## src/rtl/auv_wb_arbiter.sv

```systemverilog
// auv_wb_arbiter
// Two-master, one-slave arbiter for the core's 16-bit pipelined Wishbone bus.
// Master 0 is instruction fetch and master 1 is the execute-stage load/store
// port. The grant is held for a whole bus cycle (cyc), so a two-strobe word
// access from master 1 is never split by a fetch. Outstanding strobes are
// counted, and hung transfers are aborted with a timeout error.
//
// Ports:
//   clk, rst_n          clock, synchronous active-low reset
//   mN_adr_i/dat_i/sel_i/we_i/stb_i/cyc_i   master N request (N = 0, 1)
//   mN_dat_o            slave read data, broadcast to both masters
//   mN_ack_o/err_o/stall_o                  master N response
//   s_adr_o/dat_o/sel_o/we_o/stb_o/cyc_o    owner's request toward the slave
//   s_dat_i, s_ack_i, s_err_i, s_stall_i    slave response
//   dbg_state           current arbiter state (0 IDLE, 1 OWN0, 2 OWN1)
//
// Handshake: a strobe is transferred on a cycle where s_stb_o is high and
// s_stall_i is low (stb is "valid", ~stall is "ready"); each transferred
// strobe is later retired by exactly one s_ack_i or s_err_i cycle.
module auv_wb_arbiter #(
  parameter int ADDR_WIDTH = 24,
  parameter int MAX_OUTST  = 2,
  parameter int TIMEOUT    = 255,
  parameter int PRIO_M1    = 1
) (
  input  logic                  clk,
  input  logic                  rst_n,
  input  logic [ADDR_WIDTH-1:0] m0_adr_i,
  input  logic [15:0]           m0_dat_i,
  input  logic [1:0]            m0_sel_i,
  input  logic                  m0_we_i,
  input  logic                  m0_stb_i,
  input  logic                  m0_cyc_i,
  output logic [15:0]           m0_dat_o,
  output logic                  m0_ack_o,
  output logic                  m0_err_o,
  output logic                  m0_stall_o,
  input  logic [ADDR_WIDTH-1:0] m1_adr_i,
  input  logic [15:0]           m1_dat_i,
  input  logic [1:0]            m1_sel_i,
  input  logic                  m1_we_i,
  input  logic                  m1_stb_i,
  input  logic                  m1_cyc_i,
  output logic [15:0]           m1_dat_o,
  output logic                  m1_ack_o,
  output logic                  m1_err_o,
  output logic                  m1_stall_o,
  output logic [ADDR_WIDTH-1:0] s_adr_o,
  output logic [15:0]           s_dat_o,
  output logic [1:0]            s_sel_o,
  output logic                  s_we_o,
  output logic                  s_stb_o,
  output logic                  s_cyc_o,
  input  logic [15:0]           s_dat_i,
  input  logic                  s_ack_i,
  input  logic                  s_err_i,
  input  logic                  s_stall_i,
  output logic [1:0]            dbg_state
);

  typedef enum logic [1:0] {
    IDLE = 2'd0,
    OWN0 = 2'd1,
    OWN1 = 2'd2
  } state_t;

  localparam logic [1:0] MAX_O    = 2'(MAX_OUTST);
  localparam logic [7:0] TMR_LAST = 8'(TIMEOUT - 1);
  localparam bit         TMO_EN   = (TIMEOUT != 0);

  state_t     state, state_n;
  logic [1:0] outst, outst_n;
  logic [7:0] tmr, tmr_n;
  logic       last, last_n;

  // Combinational view of the current owner and its request.
  logic                  owner_vld, owner;
  logic [ADDR_WIDTH-1:0] o_adr;
  logic [15:0]           o_dat;
  logic [1:0]            o_sel;
  logic                  o_we, o_stb, o_cyc;
  logic                  busy, full, rsp, tmo, accept;
  logic                  s_cyc_c, s_stb_c;

  assign m0_dat_o  = s_dat_i;
  assign m1_dat_o  = s_dat_i;
  assign dbg_state = state;

  always_comb begin
    owner_vld  = 1'b0;
    owner      = 1'b0;
    state_n    = state;
    last_n     = last;
    outst_n    = outst;
    tmr_n      = tmr;
    s_adr_o    = '0;
    s_dat_o    = '0;
    s_sel_o    = '0;
    s_we_o     = 1'b0;
    s_stb_o    = 1'b0;
    s_cyc_o    = 1'b0;
    m0_ack_o   = 1'b0;
    m0_err_o   = 1'b0;
    m0_stall_o = 1'b1;
    m1_ack_o   = 1'b0;
    m1_err_o   = 1'b0;
    m1_stall_o = 1'b1;

    // Arbitration in IDLE is combinational so the winner reaches the slave
    // in the same cycle; in OWNn the grant is simply held.
    case (state)
      IDLE: begin
        if (m0_cyc_i && m1_cyc_i) begin
          owner_vld = 1'b1;
          owner     = (PRIO_M1 != 0) ? 1'b1 : ~last;
        end else if (m1_cyc_i) begin
          owner_vld = 1'b1;
          owner     = 1'b1;
        end else if (m0_cyc_i) begin
          owner_vld = 1'b1;
          owner     = 1'b0;
        end
      end
      OWN0: begin
        owner_vld = 1'b1;
        owner     = 1'b0;
      end
      OWN1: begin
        owner_vld = 1'b1;
        owner     = 1'b1;
      end
      default: begin
        owner_vld = 1'b0;
        owner     = 1'b0;
      end
    endcase

    o_adr = owner ? m1_adr_i : m0_adr_i;
    o_dat = owner ? m1_dat_i : m0_dat_i;
    o_sel = owner ? m1_sel_i : m0_sel_i;
    o_we  = owner ? m1_we_i  : m0_we_i;
    o_stb = owner ? m1_stb_i : m0_stb_i;
    o_cyc = owner ? m1_cyc_i : m0_cyc_i;

    busy = (outst != 2'd0);
    full = (outst == MAX_O);
    // Responses with nothing outstanding are stray (late after a timeout or
    // reset) and must neither be routed nor disturb the counter.
    rsp  = (s_ack_i | s_err_i) & busy;
    tmo  = TMO_EN && busy && (tmr == TMR_LAST) && !(s_ack_i || s_err_i);

    // The bus cycle stays open while the owner holds cyc or responses are
    // still owed, even if the owner has already dropped cyc.
    s_cyc_c = owner_vld && (o_cyc || busy) && !tmo;
    s_stb_c = s_cyc_c && o_cyc && o_stb && !full;
    accept  = s_stb_c && !s_stall_i;

    if (owner_vld) begin
      s_adr_o = o_adr;
      s_dat_o = o_dat;
      s_sel_o = o_sel;
      s_we_o  = o_we;
    end
    s_cyc_o = s_cyc_c;
    s_stb_o = s_stb_c;

    if (owner_vld && !owner) begin
      m0_stall_o = s_stall_i | full;
      m0_ack_o   = s_ack_i & busy;
      m0_err_o   = (s_err_i & busy) | tmo;
    end
    if (owner_vld && owner) begin
      m1_stall_o = s_stall_i | full;
      m1_ack_o   = s_ack_i & busy;
      m1_err_o   = (s_err_i & busy) | tmo;
    end

    if (accept && !rsp) begin
      outst_n = outst + 2'd1;
    end else if (!accept && rsp) begin
      outst_n = outst - 2'd1;
    end

    if (!TMO_EN || !busy || s_ack_i || s_err_i) begin
      tmr_n = 8'd0;
    end else begin
      tmr_n = tmr + 8'd1;
    end

    if (state == IDLE) begin
      if (owner_vld) begin
        state_n = owner ? OWN1 : OWN0;
        last_n  = owner;
      end
    end else if (tmo) begin
      state_n = IDLE;
      outst_n = 2'd0;
      tmr_n   = 8'd0;
    end else if (!o_cyc && !busy) begin
      // Release cycle: s_cyc_o is already low; re-arbitration happens in
      // IDLE, which costs exactly one dead cycle per handover.
      state_n = IDLE;
    end

    // Reset forces a quiet bus regardless of the (possibly unknown) state.
    if (!rst_n) begin
      s_adr_o    = '0;
      s_dat_o    = '0;
      s_sel_o    = '0;
      s_we_o     = 1'b0;
      s_stb_o    = 1'b0;
      s_cyc_o    = 1'b0;
      m0_ack_o   = 1'b0;
      m0_err_o   = 1'b0;
      m0_stall_o = 1'b1;
      m1_ack_o   = 1'b0;
      m1_err_o   = 1'b0;
      m1_stall_o = 1'b1;
    end
  end

  always_ff @(posedge clk) begin
    if (!rst_n) begin
      state <= IDLE;
      outst <= 2'd0;
      tmr   <= 8'd0;
      last  <= 1'b0;
    end else begin
      state <= state_n;
      outst <= outst_n;
      tmr   <= tmr_n;
      last  <= last_n;
    end
  end

endmodule
```

## config.mk

```make
export PLATFORM = sky130hd
export DESIGN_NAME = auv_wb_arbiter
export DESIGN_NICKNAME = d
export VERILOG_FILES = /design/src/rtl/auv_wb_arbiter.sv
export SDC_FILE = /design/constraint.sdc
export NUM_CORES = 1
export LEC_CHECK = 0
export ABC_CLOCK_PERIOD_IN_PS = 2000
export CORE_ASPECT_RATIO = 1.5
export CORE_MARGIN = 2
export CORE_UTILIZATION = 25
export DETAILED_ROUTE_END_ITERATION = 8
export PLACE_DENSITY = 0.79
export SYNTH_ARGS = -nofsm -noshare
export SYNTH_HDL_FRONTEND = slang
export SYNTH_SLANG_ARGS = --single-unit
```

## constraint.sdc

```tcl
create_clock -name clk -period 2 [get_ports clk]
set_input_delay 0.4 -clock clk [delete_from_list [all_inputs] [get_ports clk]]
set_output_delay 0.4 -clock clk [all_outputs]
set_load 0.02 [all_outputs]
```

# --- Yosys cells after proc, flatten, opt, wreduce, memory -nomap -nowiden ---
# Cells that the tools add are included.
totals:
  ff_bits: 12
  in_bits: 111
  output_inout_bits: 85
  wordCells: 96
op_classes:
  n_addsub: 3
  n_eq_ne: 5
  n_mux: 47
  bitwise: 6
  n_reduce_logical: 32
op_table:
  columns: ["cell", "n"]
  rows:
  - ["$mux W24", 3]
  - ["$mux W16", 3]
  - ["$mux W1", 24]
  - ["$mux W2", 12]
  - ["$mux W8", 3]
  - ["$logic_and A1 B1 Y1", 14]
  - ["$logic_not A1 Y1", 9]
  - ["$add A8 B1 Y8 const B", 1]
  - ["$eq A8 B8 Y1 const B", 1]
  - ["$eq A2 B2 Y1 const B", 2]
  - ["$logic_or A1 B1 Y1", 4]
  - ["$pmux W1 S2", 2]
  - ["$and A1 B1 Y1", 3]
  - ["$or A1 B1 Y1", 3]
  - ["$reduce_bool A3 Y1", 1]
  - ["$add A2 B1 Y2 const B", 1]
  - ["$eq A2 B1 Y1 const B", 1]
  - ["$logic_not A2 Y1", 1]
  - ["$ne A2 B2 Y1 const B", 1]
  - ["$reduce_and A2 Y1", 1]
  - ["$reduce_bool A2 Y1", 1]
  - ["$reduce_or A2 Y1", 1]
  - ["$sub A2 B1 Y2 const B", 1]

# --- Logic depth before layout (Yosys ltp) ---
depth:
  ltp_word: 17
  depth_mapped: 9
  ltp_nobuf: 7

# --- Least setup slack after synthesis ---
# No wires, ideal clock.
synth_path:
  kind: "register to output"
  startpoint: "register state[0] (netlist: dbg_state[0])"
  endpoint: "output port s_stb_o"
  arrival_ps: 2557
  required_ps: 1600
  path_slack_ps: -957
  stages_incl_launch_ff: 8
  path_buffers: 0
  cell_sequence: "dfxtp_1 inv_1 ha_1 nor3_1 nor3_1 nand2_1 nor3_1 nor3b_1"
synth_via:
  elab_chain_len: 10
  elab_cells_between_ends: 15
  classes_between: "eq/ne (2); mux (5); reduce/logical (8)"
synth_rtl:
  columns: ["item", "line", "source"]
  rows:
  - ["start: declaration", "71", "state_t state, state_n;"]
  - ["start signal: assignment", "229", "state <= state_n;"]
  - ["$eq A2 B2 Y1 / $logic_not A2 Y1 (equally long branches)", "111", "case (state)"]
  - ["$pmux W1 S2", "111", null]
  - ["$mux W1", "143", "o_cyc = owner ? m1_cyc_i : m0_cyc_i;"]
  - ["$logic_or A1 B1 Y1", "154", "s_cyc_c = owner_vld && (o_cyc || busy) && !tmo;"]
  - ["$logic_and A1 B1 Y1 (2 in a row)", "154", null]
  - ["$logic_and A1 B1 Y1", "155", "s_stb_c = s_cyc_c && o_cyc && o_stb && !full;"]
  - ["$logic_and A1 B1 Y1 (*) (2 in a row)", "155", null]
  - ["$mux W1 (*)", "206", "if (!rst_n) begin"]
  - ["end: declaration", "52", "output logic s_stb_o,"]
# Mark *: on every way between the ends. The rest lies on a longest branch, timed or not.

# --- Worst setup path in the final report ---
# Ends and elaborated chain as after synthesis.

==> Flow_metrics.wiki <==
{| class="wikitable"
! Metric !! Value
|-
| Result of the run || complete, but fails checks
|-
| Violated checks || setup timing
|-
| Syn nets || 392
|-
| Initial DRC Count || 70
|-
| Highest achievable clock rate || 425 MHz
|-
| Global-route track usage on met2 || 0.388
|-
| Clock root cell || sky130_fd_sc_hd__clkbuf_8
|-
| DR vias || 2,366
|-
| Setup total negative slack || -12,970 ps
|-
| Met1 track demand over resource || 0.200
|-
| Max rail drop VDD || 0.000673 V
|-
| Final critical-path setup slack || -351 ps
|-
| Met3 demand-to-capacity share in global routing || 0.0292
|-
| Initial antenna violation count || 0
|-
| Average via count per standard cell || 4.73
|-
| Most used cell along the critical path || sky130_fd_sc_hd__nor3_4
|-
| Clock insertion delay at the later pin of the skew report || 240 ps
|-
| Period minus WS final || 2350 ps
|-
| Height of the die || 104 um
|-
| Element type at the critical path start || flop
|-
| #FFs+latches synth || 12
|-
| Number of nets in the finished design || 543
|-
| Core box area || 0.00649 mm2
|-
| Max-cap viol count || 0
|-
| Area used by multi-input combinational logic || 0.00163 mm2
|-
| TritonCTS buffer count || 3
|-
| Area used by sequential logic in the layout || 248 um2
|-
| Sum of internal, switching and leakage power || 3.62 mW
|-
| Number of iterations in the first detailed-routing pass || 4
|-
| Maximum clock skew at final layout || 4.11 ps
|-
| DRC violations left || 0
|-
| Layout-stage area growth over the synthesis result || 144%
|-
| Wire per inst || 14.5 um
|-
| HP Class || flop to flop
|-
| FP Rows || 36
|-
| Required time reported for the critical path endpoint || 1600 ps
|-
| DIE WIDTH || 70.5 um
|-
| Leading area contributor after synthesis || sky130_fd_sc_hd__nand2_1
|-
| Number of max-slew violations in the final report || 0
|-
| H-tree depth reported by CTS || 1
|-
| Initial Utilization || 0.256
|-
| Longest Clk Path Bufs || 2
|-
| Worst path cell trace || inv_4 -> ha_4 -> nor3_4 -> nor3_4 -> nand2_4 -> buf_6 -> nor3_4 -> nor3b_4 -> buf_6
|-
| Proportion of netlist area held by the largest area contributor || 0.206
|-
| Family with the most delay on the worst path || simple AND/OR/NAND/NOR gates
|-
| Number of buffers inserted by hold repair at cts || 0
|-
| Clk slew on worst S/H paths || 50 ps
|-
| Placed wire-length estimate after detailed placement || 5640 um
|-
| Global-route wire length before repair || 11,700 um
|-
| Max stage delay cell, worst path || sky130_fd_sc_hd__dfxtp_4
|-
| Final Cycle Share || 1.18
|-
| Fin. Hold Viols || 0
|-
| Endpoint arrival time on the critical path || 1950 ps
|-
| GRT Residual Overflow || 0
|-
| Synth Instances || 274
|-
| Nature of the critical path endpoint || primary output
|-
| Antenna Diode Count || 0
|-
| Fraction of final layout cells sized beyond drive strength 1 || 0.403
|-
| Residual antenna-violating net count after detailed routing || 0
|-
| Largest stage delay on the critical path || 360 ps
|-
| Leak Pwr || 1.57 nW
|-
| Fill cells || 555
|-
| Pin count of the biggest net entering global routing || 34
|-
| Cell types with the largest area share after synthesis || sky130_fd_sc_hd__nand2_1 21%, sky130_fd_sc_hd__dfxtp_1 14%, sky130_fd_sc_hd__buf_4 14%
|-
| RSZ-0062 raised after global routing || yes
|-
| Worst-case headroom to the max-slew limit || 0.564
|-
| Critical-path maximum fanout || 6
|-
| Final weighted congestion of routability-driven global placement || 0.849
|-
| Number of global-route vias before repair || 2,480
|-
| Finished Layout Cells || 500
|-
| R2R Setup Slk || -50 ps
|-
| Register area share after synthesis || 0.145
|-
| Sinks on Clock Net || 12
|-
| Clock tree from TritonCTS || built
|-
| Tot GR Track Use || 0.192
|-
| Worst Tran Pin Value || 652 ps
|-
| Number of placed instances with taps included || 485
|-
| Most heavily used metal layer in global routing || met2
|-
| Count of synthesis-stage warnings from yosys || 0
|-
| Mapped Avg Cell Area || 6.06 um2
|-
| Count of buffers inserted at the top-level ports || 147
|-
| Number of different library cells in the post-synthesis netlist || 35
|-
| Die outline area || 0.00732 mm2
|-
| Power density over the cells || 893 mW/mm2
|-
| Startpoint-to-endpoint class of the critical path || flop to primary output
|-
| Buf/Inv on CP || 3
|-
| Number of top-level design ports || 196
|-
| Cell area after synthesis || 0.00166 mm2
|-
| Final setup fails || 50
|-
| Post-Route WL || 7270 um
|}
registers in the layout (all words and copies together), names as in the netlist:
name	cells
outst	2
tmr	8
dbg_state	2
layer usage:
metal / up-vias / share of wire
met1: 1093 / 0.35
met5: - / 0
li1: 1170 / -
met2: 93 / 0.57
met4: 0 / 0.011
met3: 10 / 0.067
metrics by stage:
| step | area (um2) | util | hold slack, ps | setup slack (ps) |
|---|---|---|---|---|
| final | 4050 | 0.625 | 532 | -351 |
| after global routing | 4050 | 0.625 | 562 | -429 |
| after CTS | 4040 | 0.622 | 538 | -354 |
| after detailed placement | 3780 | 0.582 | 526 | -857 |
| after global placement | 3780 | 0.582 | 514 | -816 |
| after floorplan | 2220 | - | 441 | -134 |
worst reg2reg max path, stage by stage, from the launching register on:
cell	delay, ps
sky130_fd_sc_hd__dfxtp_4	360
sky130_fd_sc_hd__inv_4	40
sky130_fd_sc_hd__buf_4	130
sky130_fd_sc_hd__ha_4	170
sky130_fd_sc_hd__a21o_4	210
sky130_fd_sc_hd__o22a_4	230
sky130_fd_sc_hd__buf_6	130
sky130_fd_sc_hd__nor4_4	360
sky130_fd_sc_hd__a22oi_2	140
sky130_fd_sc_hd__a211oi_2	210
layout by cell type, fill, tap and decap left out, drive strengths merged, types with 2 or more instances in the layout:
master / n
inv: 8
nor2b: 2
clkdlybuf4s15: 19
nor3: 6
xor2: 3
a21oi: 44
dfxtp: 12
nor2: 14
a32oi: 2
o31ai: 2
nand4: 2
buf: 79
nand2b: 3
clkdlybuf4s50: 94
clkbuf: 4
xnor2: 5
nand3: 4
and3: 4
ha: 7
o21ai: 3
a211oi: 3
dlygate4sd2: 2
nand2: 91
timing repair:
| item | in CTS | in global routing |
|---|---|---|
| pin swaps | 9 | 9 |
| gates resized for setup | 226 | 25 |
| endpoints found under the setup margin | 53 | 53 |
| buffers inserted | 7 | 4 |
| cloned | 3 | 0 |
report_power, final:
part           internal, mW  leakage (nW)  total, mW  switching, mW
registers             0.272        0.0989      0.290         0.0176
logic                  1.46          1.44       3.07           1.61
clock network         0.173        0.0288      0.257         0.0832
total                  1.91          1.57       3.62           1.71
layout make-up:
type / count / area share
clock buffer: 4 / 0.0136
timing repair buffer: 194 / 0.491
inverter: 8 / 0.00803
multi-input combinational: 206 / 0.402
tap: 76 / 0.0235
sequential: 12 / 0.0611
cells by family (layout without fill, tap and decap cells):
logic type | count (synthesis) | in the layout | synth area share
XOR/XNOR | 8 | 8 | 0.0422
flip-flops | 12 | 12 | 0.145
adder cells (fa/ha/maj) | 7 | 7 | 0.0527
AND/OR/NAND/NOR | 131 | 131 | 0.342
AO/OA/AOI/OAI | 60 | 60 | 0.212
buffers and inverters | 56 | 206 | 0.206
final timing paths:
kind	cells past startpoint	start	end
setup / recovery	9	dbg_state[0]	s_stb_o
hold / removal	2	tmr[1]	tmr[1]
setup reg to reg	9	dbg_state[0]	outst[1]
hold reg to reg	2	tmr[1]	tmr[1]
synthesized netlist by cell type:
library cell and n:
sky130_fd_sc_hd__o31ai_1 2, sky130_fd_sc_hd__a32oi_1 2, sky130_fd_sc_hd__buf_1 1, sky130_fd_sc_hd__o211a_1 1, sky130_fd_sc_hd__xor2_1 3, sky130_fd_sc_hd__nor4_4 1, sky130_fd_sc_hd__xnor2_1 5, sky130_fd_sc_hd__nand2b_1 3
sky130_fd_sc_hd__a211oi_2 1, sky130_fd_sc_hd__o22a_1 1, sky130_fd_sc_hd__o21ai_0 3, sky130_fd_sc_hd__nor2b_1 2, sky130_fd_sc_hd__inv_1 8, sky130_fd_sc_hd__nand2_1 91, sky130_fd_sc_hd__a21oi_1 44, sky130_fd_sc_hd__nand4_1 2
sky130_fd_sc_hd__o41ai_1 1, sky130_fd_sc_hd__buf_4 32, sky130_fd_sc_hd__or3_4 1, sky130_fd_sc_hd__nor2_1 14, sky130_fd_sc_hd__clkbuf_1 10, sky130_fd_sc_hd__or2_2 1, sky130_fd_sc_hd__and3_1 4, sky130_fd_sc_hd__and4_1 1
sky130_fd_sc_hd__nor3b_1 1, sky130_fd_sc_hd__ha_1 7, sky130_fd_sc_hd__a22oi_2 1, sky130_fd_sc_hd__buf_6 1, sky130_fd_sc_hd__a211oi_1 2, sky130_fd_sc_hd__dfxtp_1 12, sky130_fd_sc_hd__o211ai_1 1, sky130_fd_sc_hd__a21o_2 1
sky130_fd_sc_hd__nor3_1 6, sky130_fd_sc_hd__nand3_1 4, sky130_fd_sc_hd__buf_2 4
(Power assumes the default switching activity.)
